==> src/rtl/fifo_read_ctrl_if.sv <==
// rtl/fifo_read_ctrl_if.sv - read-side signal bundle for fifo_read_ctrl
// FIFO_RD_ALMOST_EMPTY_EN adds ralmost_empty to the bundle and both modports.
interface fifo_read_ctrl_if #(
    parameter int DEPTH = 4
);
    logic             rinc;
    logic [DEPTH:0]   wptr_gray;
    logic [DEPTH-1:0] raddr;
    logic [DEPTH:0]   rptr_gray;
    logic             rempty;
`ifdef FIFO_RD_ALMOST_EMPTY_EN
    logic             ralmost_empty;

    modport master (
        output rinc,
        output wptr_gray,
        input  raddr,
        input  rptr_gray,
        input  rempty,
        input  ralmost_empty
    );

    modport slave (
        input  rinc,
        input  wptr_gray,
        output raddr,
        output rptr_gray,
        output rempty,
        output ralmost_empty
    );
`else
    modport master (
        output rinc,
        output wptr_gray,
        input  raddr,
        input  rptr_gray,
        input  rempty
    );

    modport slave (
        input  rinc,
        input  wptr_gray,
        output raddr,
        output rptr_gray,
        output rempty
    );
`endif
endinterface

==> src/rtl/fifo_read_ctrl.sv <==
// rtl/fifo_read_ctrl.sv - dual-clock FIFO read-side pointer, empty flag and write-pointer synchronizer
// FIFO_RD_ALMOST_EMPTY_EN enables AE_THRESH and the registered ralmost_empty flag.
module fifo_read_ctrl #(
    parameter int DEPTH = 4
`ifdef FIFO_RD_ALMOST_EMPTY_EN
    ,
    parameter int AE_THRESH = 1
`endif
) (
    input  logic             rclk,
    input  logic             rrst,
    fifo_read_ctrl_if.slave  rd
);
    logic [DEPTH:0] rq1;
    logic [DEPTH:0] rq2;
    logic [DEPTH:0] rbin;
    logic [DEPTH:0] rgray;
    logic [DEPTH:0] rbin_next;
    logic [DEPTH:0] rgray_next;
    logic           rpop;
    logic           rempty_q;

    // Two-flop crossing; Gray coding guarantees at most one bit in flight.
    always_ff @(posedge rclk or posedge rrst) begin
        if (rrst) begin
            rq1 <= '0;
            rq2 <= '0;
        end else begin
            rq1 <= rd.wptr_gray;
            rq2 <= rq1;
        end
    end

    assign rpop       = rd.rinc & ~rempty_q;
    assign rbin_next  = rbin + {{DEPTH{1'b0}}, rpop};
    assign rgray_next = (rbin_next >> 1) ^ rbin_next;

    // Empty compares against the look-ahead pointer so a pop of the last entry
    // flags empty on the same edge; the stale rq2 keeps it pessimistic.
    always_ff @(posedge rclk or posedge rrst) begin
        if (rrst) begin
            rbin     <= '0;
            rgray    <= '0;
            rempty_q <= 1'b1;
        end else begin
            rbin     <= rbin_next;
            rgray    <= rgray_next;
            rempty_q <= (rgray_next == rq2);
        end
    end

    assign rd.raddr     = rbin[DEPTH-1:0];
    assign rd.rptr_gray = rgray;
    assign rd.rempty    = rempty_q;

`ifdef FIFO_RD_ALMOST_EMPTY_EN
    localparam logic [DEPTH:0] AE_LEVEL = AE_THRESH[DEPTH:0];

    logic [DEPTH:0] wbin_sync;
    logic [DEPTH:0] level_next;
    logic           ralmost_empty_q;

    function automatic logic [DEPTH:0] gray2bin(input logic [DEPTH:0] g);
        logic [DEPTH:0] b;
        b[DEPTH] = g[DEPTH];
        for (int i = DEPTH - 1; i >= 0; i--) begin
            b[i] = b[i+1] ^ g[i];
        end
        return b;
    endfunction

    assign wbin_sync  = gray2bin(rq2);
    assign level_next = wbin_sync - rbin_next;

    always_ff @(posedge rclk or posedge rrst) begin
        if (rrst) begin
            ralmost_empty_q <= 1'b1;
        end else begin
            ralmost_empty_q <= (level_next <= AE_LEVEL);
        end
    end

    assign rd.ralmost_empty = ralmost_empty_q;
`endif
endmodule

==> src/flat_wrapper.sv <==
// flat-port wrapper written by rule: the top's interface ports become plain ports
module fifo_read_ctrl_flat 
#(
    parameter int DEPTH = 4

)
  (rclk, rrst, rd_rinc, rd_wptr_gray, rd_raddr, rd_rptr_gray, rd_rempty);
  fifo_read_ctrl_if #(.DEPTH(DEPTH)) rd_i ();
  input  logic rclk;
  input  logic rrst;
  input wire logic [$bits(rd_i.rinc)-1:0] rd_rinc;
  input wire logic [$bits(rd_i.wptr_gray)-1:0] rd_wptr_gray;
  output wire logic [$bits(rd_i.raddr)-1:0] rd_raddr;
  output wire logic [$bits(rd_i.rptr_gray)-1:0] rd_rptr_gray;
  output wire logic [$bits(rd_i.rempty)-1:0] rd_rempty;
  assign rd_i.rinc = rd_rinc;
  assign rd_i.wptr_gray = rd_wptr_gray;
  assign rd_raddr = rd_i.raddr;
  assign rd_rptr_gray = rd_i.rptr_gray;
  assign rd_rempty = rd_i.rempty;
  fifo_read_ctrl #(.DEPTH(DEPTH)) u_core (.rclk(rclk), .rrst(rrst), .rd(rd_i));
endmodule
==> config.mk <==
export PLATFORM = sky130hd
export DESIGN_NAME = fifo_read_ctrl_flat
export DESIGN_NICKNAME = d
export VERILOG_FILES = /design/src/rtl/fifo_read_ctrl_if.sv /design/src/rtl/fifo_read_ctrl.sv /design/src/flat_wrapper.sv
export SDC_FILE = /design/constraint.sdc
export NUM_CORES = 1
export LEC_CHECK = 0
export BUFFER_PORTS_ARGS = -buffer_cell sky130_fd_sc_hd__buf_2
export CAP_MARGIN = 5
export CORE_MARGIN = 2
export CORE_UTILIZATION = 50
export DETAILED_ROUTE_END_ITERATION = 12
export PLACE_DENSITY = 0.75
export REMOVE_ABC_BUFFERS = 1
export SLEW_MARGIN = 0
export SYNTH_ARGS = -nofsm -noshare
export SYNTH_HDL_FRONTEND = slang
export SYNTH_SLANG_ARGS = --single-unit
export TNS_END_PERCENT = 20
==> constraint.sdc <==
create_clock -name rclk -period 2.3 [get_ports rclk]
set_input_delay 0.46 -clock rclk [delete_from_list [all_inputs] [get_ports rclk]]
set_output_delay 0.46 -clock rclk [all_outputs]
set_load 0.05 [all_outputs]
Word-level counts from Yosys, hierarchy flattened
Index checks and enable logic that the tools add are counted.

storage, ports and cells
  output and inout bits = 10
  bits in read-only memories = 0
  input bits = 8
  bits in latches = 0
  memories kept = 0
  word-level logic and storage cells = 10
  register bits = 21
  bits in writable memories = 0

cells by class
  multipliers = 0
  reductions and logical operators = 0
  shift-type cells = 0
  bitwise operators = 3
  mux-type cells = 0
  order comparisons = 0
  add/sub/neg operators = 1
  div/mod/pow operators = 0
  eq/ne operators = 1

operator list
  kind                        number
  adder 5 x 1 -> 5 bit        1
  equality test 5 bit         1
  bitwise XOR 4 x 5 -> 5 bit  1
  AND 1 bit                   1
  NOT 1 bit                   1

Depth between registers and ports, before layout
Gate-level depths: netlist of the first run.

  depth after elaboration = 5
  gate-level depth with buffers = 8

Worst setup path before layout of the first run
No wires, ideal clock.

  path type = register to register
  from = reg u_core.rempty_q (netlist: u_core.rd.rempty)
  to = reg u_core.rempty_q (netlist: u_core.rd.rempty)
  arrival time = 2,002 ps
  cell stages (with the launch flop) = 9
  period minus slack after synthesis = 2,070 ps
  setup slack = 230 ps
  path buffers = 1
  required time = 2,232 ps
  path through = dfstp_2 > nor2b_1 > ha_1 > ha_1 > buf_2 > xnor3_1 > nor3_2 > o211ai_2 > a21oi_2

on the way
  cells in the longest elaborated chain, start to end = 5

ends and longest elaborated chain
  element                     line                  RTL
  start: declaration          fifo_read_ctrl.sv:21  logic rempty_q;
  start signal: assignment    fifo_read_ctrl.sv:48  rempty_q <= (rgray_next == rq2);
  NOT 1 bit                   fifo_read_ctrl.sv:34  assign rpop = rd.rinc & ~rempty_q;
  AND 1 bit                   fifo_read_ctrl.sv:34
  adder 5 x 1 -> 5 bit        fifo_read_ctrl.sv:35  assign rbin_next = rbin + {{DEPTH{1'b0}}, rpop};
  bitwise XOR 4 x 5 -> 5 bit  fifo_read_ctrl.sv:36  assign rgray_next = (rbin_next >> 1) ^ rbin_next;
  equality test 5 bit         fifo_read_ctrl.sv:48

Every way passes these cells.

Final worst setup path of the first run
Same ends and word-level chain as after synthesis.

==> run metrics, run 1 <==
setup bufs post-CTS 0; share of layout cells above drive strength 1 34.7%; Crit. End Element flop; Hold Vio Cnt, Final 0; final WL a little over 1000 µm; NumNets Final 86; WP buf/inv 0; synth warn 0; area of the core ~0.0015 mm²; TritonCTS clock tree done; Worst path most repeated cell ha_1; PortBufs 17; status finished, final reports clean; Die H 44.3 µm; Die Wd 44.3 µm; worst slew pin tran 0.706 ns; unrepaired setup endpoints after global routing false; Synth area leader dfrtp_1; mapped cell area between 800 and 900 µm²; FF/Latch Area 502 µm²; placer congestion estimate 0.665; vias 445; Synth Instances 56; critical path type flop to flop; XOR/XNOR share of the synthesized area 18.5%; die area between 0.0015 and 0.002 mm²; Largest stage delay, worst path 0.55 ns; min Tclk post-route 1.94 ns; CTS Buf Count 3; insertion delay to the later sink of the worst-skew pair 0.29 ns; initial antenna violation count 0; pin count of the biggest net entering global routing 21; distinct cell type count after synthesis 21; # diodes 0; total global routing track utilization 12.8%; Post-CTS Hold Buffers 0; setup TNS 0 ns; WP data arrival 2.18 ns; I/O pins 18; Wirelength per Cell 11.2 µm; Finished Layout Cells 91; crit path launch type flop; initial core utilization 53.8%; Setup Skew roughly 0.0049 ns; Compound-Gate Fraction of Synth Area 6.02%; DR DRC count 0; total placed cells including tap cells a little under 90; Final ANT Viol Nets 0; share of the synthesized area in the top cell type 58.6%; crit path max fanout 5; Post-Layout Inst Area 936 µm²; # fillers between 100 and 150; final setup vio count 0; max cap viols 0; FMAX slightly above 500 MHz; Area Overhead vs Synth 15.4%; total global routing overflow 0; crit share post-route a little over four fifths; vias in the first global route 427; H-Tree Depth 1; HP Class input port to asynchronous set/reset pin; Synth Area in Adders 3.09%; Max-Slew Margin vs Limit 52.9%; Post-DP HPWL about 730 µm; syn avg cell area 14.5 µm²; CTS clk-pin slew, worst paths approximately 0.11 ns; Final Util 62.1%; first-pass GRT wire length 1750 µm; crit-path cells nor2b_1 -> ha_1 -> ha_1 -> xnor3_1 -> nor3_2 -> o211ai_2 -> a21oi_2; register area share after synthesis 61.9%; via/cell ratio 4.89; post-synthesis mux area share 0%; cts repair resizes 0; Clk Tree Root Cell clkbuf_4; Detailed Route Iter0 Violations 2; clk sinks 20; synthesized flop and latch total 20; # rows 14; CP required approximately 2.5 ns; DR pass1 iterations 2; Crit-path slowest cell dfstp_2; largest family of logic cells by synthesized area XOR/XNOR gates; maximum root-to-sink buffer count 2; CP delay by family, top flip-flops; Post-Synth Simple-Gate Area 7.10%; multi-input logic area 282 µm²; Slew Limit Fails 0; synth top area cells dfrtp_1 (59%), xnor2_1 (7.6%), xnor3_1 (5.6%); post-placement cell area 900 µm²
path summary, 6_finish.rpt:
| path | from | endpoint | slack [ns] | cells after the start |
|---|---|---|---|---|
| max | u_core.rd.rempty | u_core.rd.rempty | 0.36 | 7 |
| min | rrst | u_core.rq1[3] | 0.26 | 2 |
| max reg2reg | u_core.rd.rempty | u_core.rd.rempty | 0.36 | 7 |
| min reg2reg | u_core.rq1[2] | u_core.rq2[2] | 0.36 | 0 |
| max in group asynchronous | rrst | u_core.rbin[2] | 1.59 | 2 |
| min in group rclk | rd_wptr_gray[2] | u_core.rq1[2] | 0.26 | 1 |
metrics by stage:
step	hold WS (ns)	setup slack [ns]
floorplan	0.331	0.277
global placement	0.333	0.303
detailed placement	0.335	0.282
CTS	0.254	0.340
global route	0.237	0.260
finish	0.257	0.357
cells in the final DEF, fill, tap and decap left out:
| cell type | instances |
|---|---|
| nor2b_1 | 1 |
| a21boi_2 | 1 |
| ha_1 | 2 |
| o211ai_2 | 1 |
| nand2b_1 | 1 |
| nor3_2 | 1 |
| clkbuf_8 | 1 |
| xnor3_1 | 2 |
| a21o_1 | 1 |
| a2bb2oi_1 | 1 |
| and2_1 | 1 |
| clkbuf_4 | 3 |
| xor2_1 | 5 |
| nand2_1 | 2 |
| xnor2_1 | 7 |
| dfstp_2 | 1 |
| dfrtp_1 | 19 |
| buf_2 | 17 |
| nand3_1 | 3 |
| and3_1 | 1 |
| a21oi_2 | 1 |
| inv_1 | 3 |
area by class of cell:
| cell class | count | share of cell area (%) |
|---|---|---|
| Clock buffer | 4 | 3.88 |
| Inverter | 3 | 1.20 |
| Multi-Input combinational cell | 31 | 30.1 |
| Sequential cell | 20 | 53.6 |
| Tap cell | 16 | 2.14 |
| Timing Repair Buffer | 17 | 9.09 |
Yosys cell counts:
library cell / number
a21boi_2: 1
a21o_1: 1
a21oi_2: 1
a2bb2oi_1: 1
and2_1: 1
and3_1: 1
buf_2: 1
buf_6: 1
dfrtp_1: 19
dfstp_2: 1
ha_1: 2
inv_1: 3
nand2_1: 2
nand2b_1: 1
nand3_1: 3
nor2b_1: 1
nor3_2: 1
o211ai_2: 1
xnor2_1: 7
xnor3_1: 2
xor2_1: 5
state kept, by name (all words and copies together) (netlist names):
name,flops
u_core.rq1,5
u_core.rd.rempty,1
u_core.rd.rptr_gray,4
u_core.rq2,5
u_core.rbin,5
cell families after synthesis:
kind of cell               Yosys count
DFF                                 20
xor gates and xnor gates            14
and+or+nand+nor                     10
AOI/OAI and AO/OA                    5
buffers and inverters                5
adders and majority gates            2
worst reg2reg max path, cell delays in order, from the launching register on:
cell,delay (ns)
dfstp_2,0.55
nor2b_1,0.04
ha_1,0.22
ha_1,0.27
xnor3_1,0.38
nor3_2,0.20
o211ai_2,0.12
a21oi_2,0.11
metal layers:
layer | wire length (µm) | track usage (%)
met5 | 0 | 0
met1 | 498 | 14.9
met4 | 10 | 7.27
met2 | 457 | 20.3
met3 | 48 | 4.90
Power of run 1 is not shown: default switching activity piles up to over one toggle a cycle in this logic, so the estimate is an artifact.
==> run 2: changes to the inputs <==
- clock period: 2.3 -> 2.02 ns (I/O delays scaled with it)
==> run 2 against run 1 <==
  * Clock skew about the same
  * Sequential share of layout area decreased by 0.14 points
  * Count of clock-buffer cells in the layout unchanged
  * Critical path type unchanged
  * Highest routed layer unchanged
==> run metrics, run 2 (same netlist as run 1, synthesis figures left out) <==
area of the core 0.00151 mm² (unchanged); commonest non-fill, non-tap cells in the layout dfrtp_1 (19), buf_2 (17), xnor2_1 (7) (unchanged); vias 451 (was 445); crit path max fanout 5 (unchanged); largest registers u_core.rbin x5, u_core.rq1 x5, u_core.rq2 x5 (unchanged); Finished Layout Cells 91 (unchanged); I/O pins 18 (unchanged); cts repair resizes 0 (unchanged); Final ANT Viol Nets 0 (unchanged); Crit. End Element flop (unchanged); die area 0.00196 mm² (unchanged); vias in the first global route 448 (was 427); Post-CTS Hold Buffers 0 (unchanged); total global routing overflow 0 (unchanged); via/cell ratio 4.96 (was 4.89); share of layout cells above drive strength 1 36.0% (was 34.7%); critical path type flop to flop (unchanged); Detailed Route Iter0 Violations 5 (was 2); NumNets Final 86 (unchanged); Slew Limit Fails 0 (unchanged); Setup Skew 0.00462 ns (was 0.00492 ns); min Tclk post-route 1.85 ns (was 1.94 ns); most common cell after layout, fill and taps aside dfrtp_1 (unchanged); Wirelength per Cell 11.3 µm (was 11.2 µm); crit path launch type flop (unchanged); Area Overhead vs Synth 15.7% (was 15.4%); setup bufs post-CTS 0 (unchanged); CP required 2.26 ns (was 2.54 ns); DR pass1 iterations 4 (was 2); final WL 1030 µm (was 1020 µm); Max-Slew Margin vs Limit 52.1% (was 52.9%); insertion delay to the later sink of the worst-skew pair 0.30 ns (was 0.29 ns); H-Tree Depth 1 (unchanged); final setup vio count 0 (unchanged); initial core utilization 53.8% (unchanged); CTS clk-pin slew, worst paths 0.11 ns (about the same); crit share post-route 91.7% (was 84.5%); initial antenna violation count 0 (unchanged); pin count of the biggest net entering global routing 21 (unchanged); Final Util 62.3% (was 62.1%); # diodes 0 (unchanged); total global routing track utilization 13.0% (was 12.8%); TritonCTS clock tree done (unchanged); DR DRC count 0 (unchanged); Die Wd 44.3 µm (unchanged); CTS Buf Count 3 (unchanged); maximum root-to-sink buffer count 2 (unchanged); worst slew pin tran 0.717 ns (was 0.706 ns); # rows 14 (unchanged); WP data arrival 2.09 ns (was 2.18 ns); Clk Tree Root Cell clkbuf_4 (unchanged); clk sinks 20 (unchanged); Hold Vio Cnt, Final 0 (unchanged); HP Class input port to asynchronous set/reset pin (unchanged); status finished, final reports clean (unchanged); max cap viols 0 (unchanged); PortBufs 17 (unchanged); FMAX 540 MHz (was 515 MHz); first-pass GRT wire length 1780 µm (was 1750 µm); worst setup margin 0.168 ns (was 0.357 ns); Place WS 0.0444 ns (was 0.282 ns); unrepaired setup endpoints after global routing false (unchanged); placer congestion estimate 0.679 (was 0.665); Die H 44.3 µm (unchanged); total placed cells including tap cells 87 (unchanged)
## run 2: area by class of cell
class / instances / area, µm²
fill: 115 / 568
tap: 16 / 20.0
inverter: 3 / 11.3
clock buffer: 4 / 36.3
timing repair buffer: 17 / 85.1
multi-input combinational: 31 / 284
sequential: 20 / 502
## run 2: worst max-delay path: stages, from the launching register on
cell	delay, ns
dfstp_2	0.54
nor2b_1	0.04
ha_1	0.22
ha_2	0.23
xnor3_1	0.36
nor3_2	0.18
o211ai_2	0.11
a21oi_2	0.11
## run 2: path summary, 6_finish.rpt
check,slack [ns],cells after the start,startpoint,to
max in group asynchronous,1.37,2,rrst,u_core.rbin[3]
min,0.20,2,rrst,u_core.rq1[1]
min reg2reg,0.36,0,u_core.rq1[3],u_core.rq2[3]
max reg2reg,0.17,7,u_core.rd.rempty,u_core.rd.rempty
max,0.17,7,u_core.rd.rempty,u_core.rd.rempty
min in group rclk,0.20,1,rd_wptr_gray[1],u_core.rq1[1]
## run 2: layer usage
layer	global-route usage (%)	wire length (µm)	up-vias
met5	0	0	-
met4	10.9	38	0
met3	2.45	53	4
met2	20.9	466	14
met1	15.0	469	214
li1	-	-	219
## run 2: through the flow
stage / hold WS, ns / TNS (ns) / cell area (µm²)
final: 0.199 / 0 / 938
after global routing: 0.189 / 0 / 938
after CTS: 0.194 / 0 / 936
after detailed placement: 0.338 / 0 / 900
after global placement: 0.333 / 0 / 900
after floorplan: 0.331 / -0.00350 / 795
Power of run 2 is left out for the same reason.
